## config.mk

```make
export PLATFORM = sky130hd
export DESIGN_NAME = fetch_sequencer_flat
export DESIGN_NICKNAME = d
export VERILOG_FILES = /design/src/rtl/fetch_sequencer_if.sv /design/src/rtl/fetch_sequencer.sv /design/src/flat_wrapper.sv
export SDC_FILE = /design/constraint.sdc
export NUM_CORES = 1
export LEC_CHECK = 0
export ABC_CLOCK_PERIOD_IN_PS = 3300
export BUFFER_PORTS_ARGS = -buffer_cell sky130_fd_sc_hd__buf_2
export CAP_MARGIN = 30
export CORE_ASPECT_RATIO = 1.25
export CORE_UTILIZATION = 25
export CTS_CLUSTER_SIZE = 16
export DETAILED_ROUTE_END_ITERATION = 7
export SLEW_MARGIN = 20
export SYNTH_ARGS = -nofsm -noshare
export SYNTH_HDL_FRONTEND = slang
export SYNTH_SLANG_ARGS = --single-unit
```

## constraint.sdc

```tcl
create_clock -name clk -period 3.3 [get_ports clk]
set_input_delay 0.165 -clock clk [delete_from_list [all_inputs] [get_ports clk]]
set_output_delay 0.165 -clock clk [all_outputs]
set_load 0.05 [all_outputs]
```

## src/rtl/fetch_sequencer_if.sv

```systemverilog
// Instruction-memory and processor-side signals of the fetch sequencer.
//
// Handshake semantics:
//   Memory: the sequencer drives mem_addr with mem_rd=1 for one cycle; the
//   registered memory returns the word on mem_data in the following cycle.
//   Processor: Run is a one-cycle issue pulse, with DIN valid from the Run
//   cycle until the next fetch. The processor answers with a one-cycle done
//   pulse. done is ignored in the Run cycle itself. jmp and bus are
//   meaningful only in a cycle where done=1. Otherwise they are don't-care.
interface fetch_sequencer_if #(
  parameter int ADDR_W  = 6,
  parameter int INSTR_W = 9
);
  logic [ADDR_W-1:0]  mem_addr;
  logic               mem_rd;
  logic [INSTR_W-1:0] mem_data;
  logic [INSTR_W-1:0] DIN;
  logic               Run;
  logic               done;
  logic               jmp;
  logic [INSTR_W-1:0] bus;

  modport master (
    output mem_addr, mem_rd, DIN, Run,
    input  mem_data, done, jmp, bus
  );

  modport slave (
    input  mem_addr, mem_rd, DIN, Run,
    output mem_data, done, jmp, bus
  );
endinterface

```

## src/rtl/fetch_sequencer.sv

```systemverilog
// Instruction fetch/issue controller. It owns the PC and reads one word from
// the registered instruction memory. It issues the word to the processor with
// a Run pulse, then waits for done and either advances, jumps or halts. A
// watchdog stops the machine if the processor never answers.
module fetch_sequencer #(
  parameter int ADDR_W   = 6,
  parameter int INSTR_W  = 9,
  parameter int PROG_LEN = 10,
  parameter int TIMEOUT  = 64
) (
  input  logic              clk,
  input  logic              Resetn,
  input  logic              start,
  fetch_sequencer_if.master pif,
  output logic [ADDR_W-1:0] pc,
  output logic              busy,
  output logic              halted,
  output logic [1:0]        err,
  output logic [7:0]        retired,
  output logic [2:0]        dbg_state
);

  localparam int WD_W = $clog2(TIMEOUT + 1);
  localparam logic [WD_W-1:0]   LP_WD_LAST  = WD_W'(TIMEOUT - 1);
  localparam logic [ADDR_W-1:0] LP_LAST     = ADDR_W'(PROG_LEN - 1);
  localparam logic [ADDR_W:0]   LP_LEN_EXT  = (ADDR_W + 1)'(PROG_LEN);

  typedef enum logic [2:0] {
    S_IDLE  = 3'd0,
    S_FETCH = 3'd1,
    S_WAIT  = 3'd2,
    S_ISSUE = 3'd3,
    S_EXEC  = 3'd4,
    S_HALT  = 3'd5
  } state_t;

  state_t             r_state;
  logic [ADDR_W-1:0]  r_pc;
  logic [ADDR_W-1:0]  r_mem_addr;
  logic               r_mem_rd;
  logic [INSTR_W-1:0] r_din;
  logic               r_run;
  logic               r_busy;
  logic               r_halted;
  logic [1:0]         r_err;
  logic [7:0]         r_retired;
  logic [WD_W-1:0]    r_wd;

  logic [ADDR_W-1:0]  w_target;
  logic               w_target_ok;
  logic [ADDR_W-1:0]  w_pc_inc;
  logic               w_unused_bus_hi;

  // Jump target decode and sequential PC. The PROG_LEN check is made before
  // the increment is used, so the PC never wraps.
  assign w_target        = pif.bus[ADDR_W-1:0];
  assign w_target_ok     = ({1'b0, w_target} < LP_LEN_EXT);
  assign w_pc_inc        = r_pc + 1'b1;
  assign w_unused_bus_hi = ^pif.bus[INSTR_W-1:ADDR_W];

  // Sequencer FSM; every output is a register updated with the state.
  always_ff @(posedge clk or posedge Resetn) begin
    if (Resetn) begin
      r_state    <= S_IDLE;
      r_pc       <= '0;
      r_mem_addr <= '0;
      r_mem_rd   <= 1'b0;
      r_din      <= '0;
      r_run      <= 1'b0;
      r_busy     <= 1'b0;
      r_halted   <= 1'b0;
      r_err      <= 2'b00;
      r_retired  <= '0;
      r_wd       <= '0;
    end else begin
      r_mem_rd <= 1'b0;
      r_run    <= 1'b0;
      case (r_state)
        S_IDLE, S_HALT: begin
          if (start) begin
            r_state    <= S_FETCH;
            r_pc       <= '0;
            r_mem_addr <= '0;
            r_mem_rd   <= 1'b1;
            r_err      <= 2'b00;
            r_retired  <= '0;
            r_busy     <= 1'b1;
            r_halted   <= 1'b0;
          end
        end
        S_FETCH: begin
          r_state <= S_WAIT;
        end
        S_WAIT: begin
          r_din   <= pif.mem_data;
          r_run   <= 1'b1;
          r_state <= S_ISSUE;
        end
        S_ISSUE: begin
          r_wd    <= '0;
          r_state <= S_EXEC;
        end
        S_EXEC: begin
          if (pif.done) begin
            if (r_retired != 8'hFF) r_retired <= r_retired + 8'd1;
            if (pif.jmp) begin
              if (w_target_ok) begin
                r_pc       <= w_target;
                r_mem_addr <= w_target;
                r_mem_rd   <= 1'b1;
                r_state    <= S_FETCH;
              end else begin
                r_err    <= 2'b01;
                r_busy   <= 1'b0;
                r_halted <= 1'b1;
                r_state  <= S_HALT;
              end
            end else if (r_pc == LP_LAST) begin
              r_err    <= 2'b00;
              r_busy   <= 1'b0;
              r_halted <= 1'b1;
              r_state  <= S_HALT;
            end else begin
              r_pc       <= w_pc_inc;
              r_mem_addr <= w_pc_inc;
              r_mem_rd   <= 1'b1;
              r_state    <= S_FETCH;
            end
          end else if (r_wd == LP_WD_LAST) begin
            r_err    <= 2'b10;
            r_busy   <= 1'b0;
            r_halted <= 1'b1;
            r_state  <= S_HALT;
          end else begin
            r_wd <= r_wd + 1'b1;
          end
        end
        default: begin
          r_busy   <= 1'b0;
          r_halted <= 1'b0;
          r_state  <= S_IDLE;
        end
      endcase
    end
  end

  assign pif.mem_addr = r_mem_addr;
  assign pif.mem_rd   = r_mem_rd;
  assign pif.DIN      = r_din;
  assign pif.Run      = r_run;
  assign pc           = r_pc;
  assign busy         = r_busy;
  assign halted       = r_halted;
  assign err          = r_err;
  assign retired      = r_retired;
  assign dbg_state    = r_state;

endmodule

```

## src/flat_wrapper.sv

```systemverilog
// flat-port wrapper written by rule: the top's interface ports become plain ports
module fetch_sequencer_flat 
#(
  parameter int ADDR_W   = 6,
  parameter int INSTR_W  = 9,
  parameter int PROG_LEN = 10,
  parameter int TIMEOUT  = 64
)
  (clk, Resetn, start, pc, busy, halted, err, retired, dbg_state, pif_mem_addr, pif_mem_rd, pif_DIN, pif_Run, pif_mem_data, pif_done, pif_jmp, pif_bus);
  fetch_sequencer_if #(.ADDR_W(ADDR_W), .INSTR_W(INSTR_W)) pif_i ();
  input  logic clk;
  input  logic Resetn;
  input  logic start;
  output logic [ADDR_W-1:0] pc;
  output logic busy;
  output logic halted;
  output logic [1:0] err;
  output logic [7:0] retired;
  output logic [2:0] dbg_state;
  output wire logic [$bits(pif_i.mem_addr)-1:0] pif_mem_addr;
  output wire logic [$bits(pif_i.mem_rd)-1:0] pif_mem_rd;
  output wire logic [$bits(pif_i.DIN)-1:0] pif_DIN;
  output wire logic [$bits(pif_i.Run)-1:0] pif_Run;
  input wire logic [$bits(pif_i.mem_data)-1:0] pif_mem_data;
  input wire logic [$bits(pif_i.done)-1:0] pif_done;
  input wire logic [$bits(pif_i.jmp)-1:0] pif_jmp;
  input wire logic [$bits(pif_i.bus)-1:0] pif_bus;
  assign pif_mem_addr = pif_i.mem_addr;
  assign pif_mem_rd = pif_i.mem_rd;
  assign pif_DIN = pif_i.DIN;
  assign pif_Run = pif_i.Run;
  assign pif_i.mem_data = pif_mem_data;
  assign pif_i.done = pif_done;
  assign pif_i.jmp = pif_jmp;
  assign pif_i.bus = pif_bus;
  fetch_sequencer #(.ADDR_W(ADDR_W), .INSTR_W(INSTR_W), .PROG_LEN(PROG_LEN), .TIMEOUT(TIMEOUT)) u_core (.clk(clk), .Resetn(Resetn), .start(start), .pif(pif_i), .pc(pc), .busy(busy), .halted(halted), .err(err), .retired(retired), .dbg_state(dbg_state));
endmodule
```

# Word level (Yosys, flattened, before mapping)
# Cells that the tools add are included.
dict set report op_classes {
  addsub 3
  order_cmp 1
  n_eq_ne 18
  n_mux 48
  n_bitwise 1
  reduce_logical 11
}
# cell count
set op_table {}
lappend op_table {{6-bit two-way mux} 5}
lappend op_table {{8-bit two-way mux} 3}
lappend op_table {{1-bit two-way mux} 18}
lappend op_table {{3-bit two-way mux} 6}
lappend op_table {{8-bit one-hot mux with 2 select lines} 1}
lappend op_table {{3-bit one-hot mux with 5 select lines} 1}
lappend op_table {{5-bit AND reduction} 3}
lappend op_table {{7-bit two-way mux} 2}
lappend op_table {{7-bit one-hot mux with 2 select lines} 1}
lappend op_table {{2-bit two-way mux} 6}
lappend op_table {{6-bit one-hot mux with 2 select lines} 1}
lappend op_table {{8-bit by 1-bit adder with 8-bit output, second input constant} 1}
lappend op_table {{2-bit != test, second input constant} 4}
lappend op_table {{8-bit != test, second input constant} 1}
lappend op_table {{7-bit by 1-bit adder with 7-bit output, second input constant} 1}
lappend op_table {{7-bit by 6-bit == test with 1-bit output, second input constant} 1}
lappend op_table {{6-bit by 1-bit adder with 6-bit output, second input constant} 1}
lappend op_table {{3-bit by 2-bit == test with 1-bit output, second input constant} 2}
lappend op_table {{3-bit == test, second input constant} 2}
lappend op_table {{6-bit by 4-bit == test with 1-bit output, second input constant} 1}
lappend op_table {{6-bit by 4-bit < comparator with 1-bit output, second input constant} 1}
lappend op_table {{3-bit by 2-bit != test with 1-bit output, second input constant} 2}
lappend op_table {{1-bit one-hot mux with 3 select lines} 2}
lappend op_table {{4-bit by 3-bit != test with 1-bit output, second input constant} 1}
lappend op_table {{other kinds (14)} 15}
dict set report totals {
  regBits 39
  out_inout_bits 38
  word_cells 92
}

# Logic depth before layout (Yosys ltp)
dict set report depth {
  depth_word 5
  ltp_mapped 7
}

# Least setup slack after synthesis
# OpenSTA, ideal clock, no wires.
dict set report synth_timing {
  path_kind {register to register}
  from {register u_core.r_pc[0] (netlist: u_core.pc[0])}
  to {register u_core.r_pc[4] (netlist: u_core.pc[4])}
  setup_time_ns 0.124
  t_arrival_ns 1.911
  required_ns 3.176
  setup_slack_ns 1.265
  path_stages_with_launch 7
  synth_period_minus_slack_ns 2.035
  cell_sequence {dfrtp_1 > ha_1 > nand2_1 > o41ai_4 > nand2_1 > o311a_1 > a211o_1}
}
dict set report synth_via {
  elab_chain_len 5
  word_cells_on_any_way 8
}
# element line
set synth_rtl {}
lappend synth_rtl {{start: declaration} fetch_sequencer.sv:38} ;# logic [ADDR_W-1:0] r_pc;
lappend synth_rtl {{start signal: assignment} fetch_sequencer.sv:108} ;# r_pc <= w_target;
lappend synth_rtl {{start signal: assignment} fetch_sequencer.sv:124} ;# r_pc <= w_pc_inc;
lappend synth_rtl {{6-bit by 1-bit adder with 6-bit output} fetch_sequencer.sv:58} ;# assign w_pc_inc = r_pc + 1'b1;
lappend synth_rtl {{6-bit two-way mux} fetch_sequencer.sv:118} ;# end else if (r_pc == LP_LAST) begin
lappend synth_rtl {{6-bit two-way mux} fetch_sequencer.sv:106} ;# if (pif.jmp) begin
lappend synth_rtl {{6-bit two-way mux} fetch_sequencer.sv:104} ;# if (pif.done) begin
lappend synth_rtl {{6-bit one-hot mux with 2 select lines} fetch_sequencer.sv:78} ;# case (r_state)
# Parallel ways exist; a longest one is shown, timed or not. The select of a mux whose other input is x is not followed.
# A chain may end at the register's enable or synchronous reset.

# Worst setup path after layout
dict set report layout_timing {
  from {register u_core.r_state[2] (netlist: u_core.dbg_state[2])}
  to {register u_core.r_wd[4]}
}
dict set report layout_via {
  elab_chain_len 3
  word_cells_on_any_way 7
}
# element line
set layout_rtl {}
lappend layout_rtl {{start: declaration} fetch_sequencer.sv:37} ;# state_t r_state;
lappend layout_rtl {{start signal: assignment} fetch_sequencer.sv:64} ;# r_state <= S_IDLE;
lappend layout_rtl {{start signal: assignment} fetch_sequencer.sv:81} ;# r_state <= S_FETCH;
lappend layout_rtl {{start signal: assignment} fetch_sequencer.sv:92} ;# r_state <= S_WAIT;
lappend layout_rtl {{3-bit == test or 3-bit by 2-bit == test with 1-bit output (tied branches)} fetch_sequencer.sv:78}
lappend layout_rtl {{2-bit != test (no line) or 2-bit nonzero test (tied branches)} -}
lappend layout_rtl {{3-bit AND reduction (no line)} -}
lappend layout_rtl {{end signal: assignment} fetch_sequencer.sv:135} ;# r_wd <= r_wd + 1'b1;
lappend layout_rtl {{end: declaration} fetch_sequencer.sv:47} ;# logic [WD_W-1:0] r_wd;
# Parallel ways exist; a longest one is shown, timed or not.

==> run metrics <==
status=finished, violations left; failing checks=DRC; Netlist cell types=a little under 50; Crit. End Element=flop; clk_skew=about 0.0084 ns; Detail Route Antenna Nets=0; Avg Vias per Cell=4.87; slew margin rel.=0.452; largest net degree at the start of global routing=23; CTS tree=done; Worst EP required=between 3 and 4 ns; Arrival @ worst endpoint=between 2 and 2.5 ns; Slew @ Worst Pin=0.821 ns; Top FF cell, synth=dfrtp_1; RSZ-0062 raised after global routing=false; Reg2Reg Setup Slack=approximately 1.3 ns; Power Density=roughly 840 nW/um2; Chip Width=~84 um; Fin Hold WS=0.0222 ns; routability cong.=0.766; XOR/XNOR Fraction of Synth Area=0.0497; crit-path max FO=16; fin crit share=0.599; Post-synth EDFFs=0; adder-cell share of the synthesized area=0.0237; Seq/Total Area, Yosys=0.462; site row count=37; Remaining DRCs=8; Die Area=approximately 8800 um2; Startpoint Class=flop; initial antenna violation count=0; Gate Count Post-Synth=roughly 210; Detailed Route Iter0 Violations=around 140; share of cells above drive strength 1=0.330; wire length per cell=about 13 um; clock-pin slew on the worst setup and hold paths=roughly 0.080 ns; Top-Level Pins=61; simple-gate portion of the synthesized area=0.190; nets=around 290; Max Freq=506 MHz; most frequent cells in the layout=buf_2 (57), dfrtp_1 (39), nor2_1 (18), nand2_1 (18), o21ai_0 (10); All-Layer GR Usage=0.115; ant diodes=0; WS Path Type=reg2reg; Final min period=1.98 ns; delay-heaviest family, CP=flip-flops; CP peak stage delay=just over 0.7 ns; P_leak=between 1 and 1.5 nW; Worst path slowest cell=dfrtp_1; TritonCTS buffer count=5; total iterations of the first detailed-routing run=6; syn_nets=approximately 230; Hold Vio Cnt, Final=0; cts repair resizes=0; vias in the first global route=~1.6k; largest family of logic cells by synthesized area=simple AND/OR/NAND/NOR gates; most common cell after layout, fill and taps aside=buf_2; Placed Instance Area=~2500 um2; crit-path cells=nor3b_2 -> o21ai_1 -> a211oi_1 -> xnor2_1 -> nor2_1; Syn Area/Cell=a little over 10 um2; detailed placement HPWL=approximately 3600 um; via count=about 1.7k; Post-Syn Area=~2100 um2; cell area after layout=~2600 um2; #FFs+latches synth=39; fin. max-slew vios=0; # setup viols final=0; Clock Sink Count=39; synthesis-to-finish area growth=21.4%; CTS HTree Levels=2; Starting Density=0.258; clk buf depth=2; I/O Buffers=between 50 and 60; Skew-Pair Late Insertion Delay=0.29 ns; multiplexer share of the synthesized area=0.0527; WL final=between 4000 and 5000 um; Clock Tree Root=clkbuf_8; Critical path buffers and inverters=0; asr flop ratio synth=1.00; Hold/Removal Path Class=in2async; post-synthesis compound-gate area fraction=0.172; Post-Route Setup TNS=0 ns; hold buffer count at CTS=0; core region area=a little over 8000 um2; Synth warnings=0; first-pass GRT wire length=~8100 um; global route overflow=0; VDD IR max=around 0.00029 V; Die Ht=roughly 100 um; setup bufs post-CTS=0; max_cap viols=0
-- metal layers --
metal  wire [um]  GRT usage
met4          49     0.0345
met5           0          0
met3         202     0.0245
met1        2290      0.154
met2        2250      0.186
-- kinds of logic (layout without fill, tap and decap cells) --
kind of cell	Yosys count	in the layout
xor+xnor	12	12
buf+inv	19	73
flops	39	39
fa+ha+maj	4	4
mux	10	10
compound gates	46	46
simple gates	77	77
-- through the flow --
stage,setup WS (ns),util,power (W),instances
4_1_cts,1.34,0.313,0.00218,358
3_3_place_gp,1.40,0.299,0.00176,350
5_1_grt,1.15,0.313,0.00230,358
6_report,1.32,0.313,0.00216,358
3_5_place_dp,1.37,0.299,0.00178,350
2_1_floorplan,1.27,-,0.00157,207
-- flip-flops by register name, indices dropped and copies added (netlist names) --
name and cells:
u_core.err 2, u_core.pif.mem_rd 1, u_core.pif.Run 1, u_core.busy 1
u_core.pc 6, u_core.dbg_state 3, u_core.retired 8, u_core.pif.DIN 9
u_core.halted 1, u_core.r_wd 7
-- worst register-to-register path: cells and delay by family (launching register included) --
| family | cells | cell delay, ns |
|---|---|---|
| xor+xnor | 1 | 0.15 |
| compound gates | 2 | 0.51 |
| simple gates | 2 | 0.48 |
| flops | 1 | 0.71 |
-- Yosys cell counts, drive strengths merged, types with 2 or more instances --
cell type / n / area, um2
o31ai: 5 / 51.3
nand2: 20 / 80.1
nand3: 8 / 40.0
nand2b: 2 / 12.5
a32o: 2 / 20.0
xor2: 3 / 26.3
nand4: 4 / 25.0
and3: 4 / 25.0
o21ai: 12 / 60.1
xnor2: 9 / 78.8
or3: 3 / 18.8
buf: 11 / 75.1
clkbuf: 2 / 7.51
nor2: 18 / 67.6
nor3b: 2 / 25.0
inv: 5 / 18.8
a22oi: 2 / 15.0
a21o: 2 / 15.0
nor3: 8 / 40.0
dfrtp: 39 / 976
o2bb2ai: 2 / 17.5
a21oi: 9 / 48.8
a22o: 3 / 26.3
ha: 4 / 50.1
mux2: 9 / 101
-- area by class of cell --
cell class,count,area [um2]
fill,837,5630
multi-input combinational,149,1030
sequential,39,976
timing repair buffer,59,300
tap,97,121
clock buffer,5,68.8
clock inverter,3,43.8
inverter,6,23.8
-- report_power, final --
part           switching (W)  total [W]  leakage [nW]  internal (W)
Combinational       0.000701   0.000997         0.635      0.000296
Clock               0.000175   0.000400        0.0581      0.000225
Sequential          0.000166   0.000767         0.514      0.000602
Total                0.00104    0.00216          1.21       0.00112
-- path summary, 6_finish.rpt --
check                                    endpoint  cells after the start                start
worst max-delay path               u_core.r_wd[4]                      5  u_core.dbg_state[2]
worst min-delay path            u_core.pif.DIN[1]                      2               Resetn
worst max register to register     u_core.r_wd[4]                      5  u_core.dbg_state[2]
worst min register to register      u_core.err[1]                      1        u_core.err[1]
max in group asynchronous          u_core.r_wd[6]                      3               Resetn
min in group clk                u_core.pif.DIN[2]                      2      pif_mem_data[2]
(Power assumes the default switching activity.)
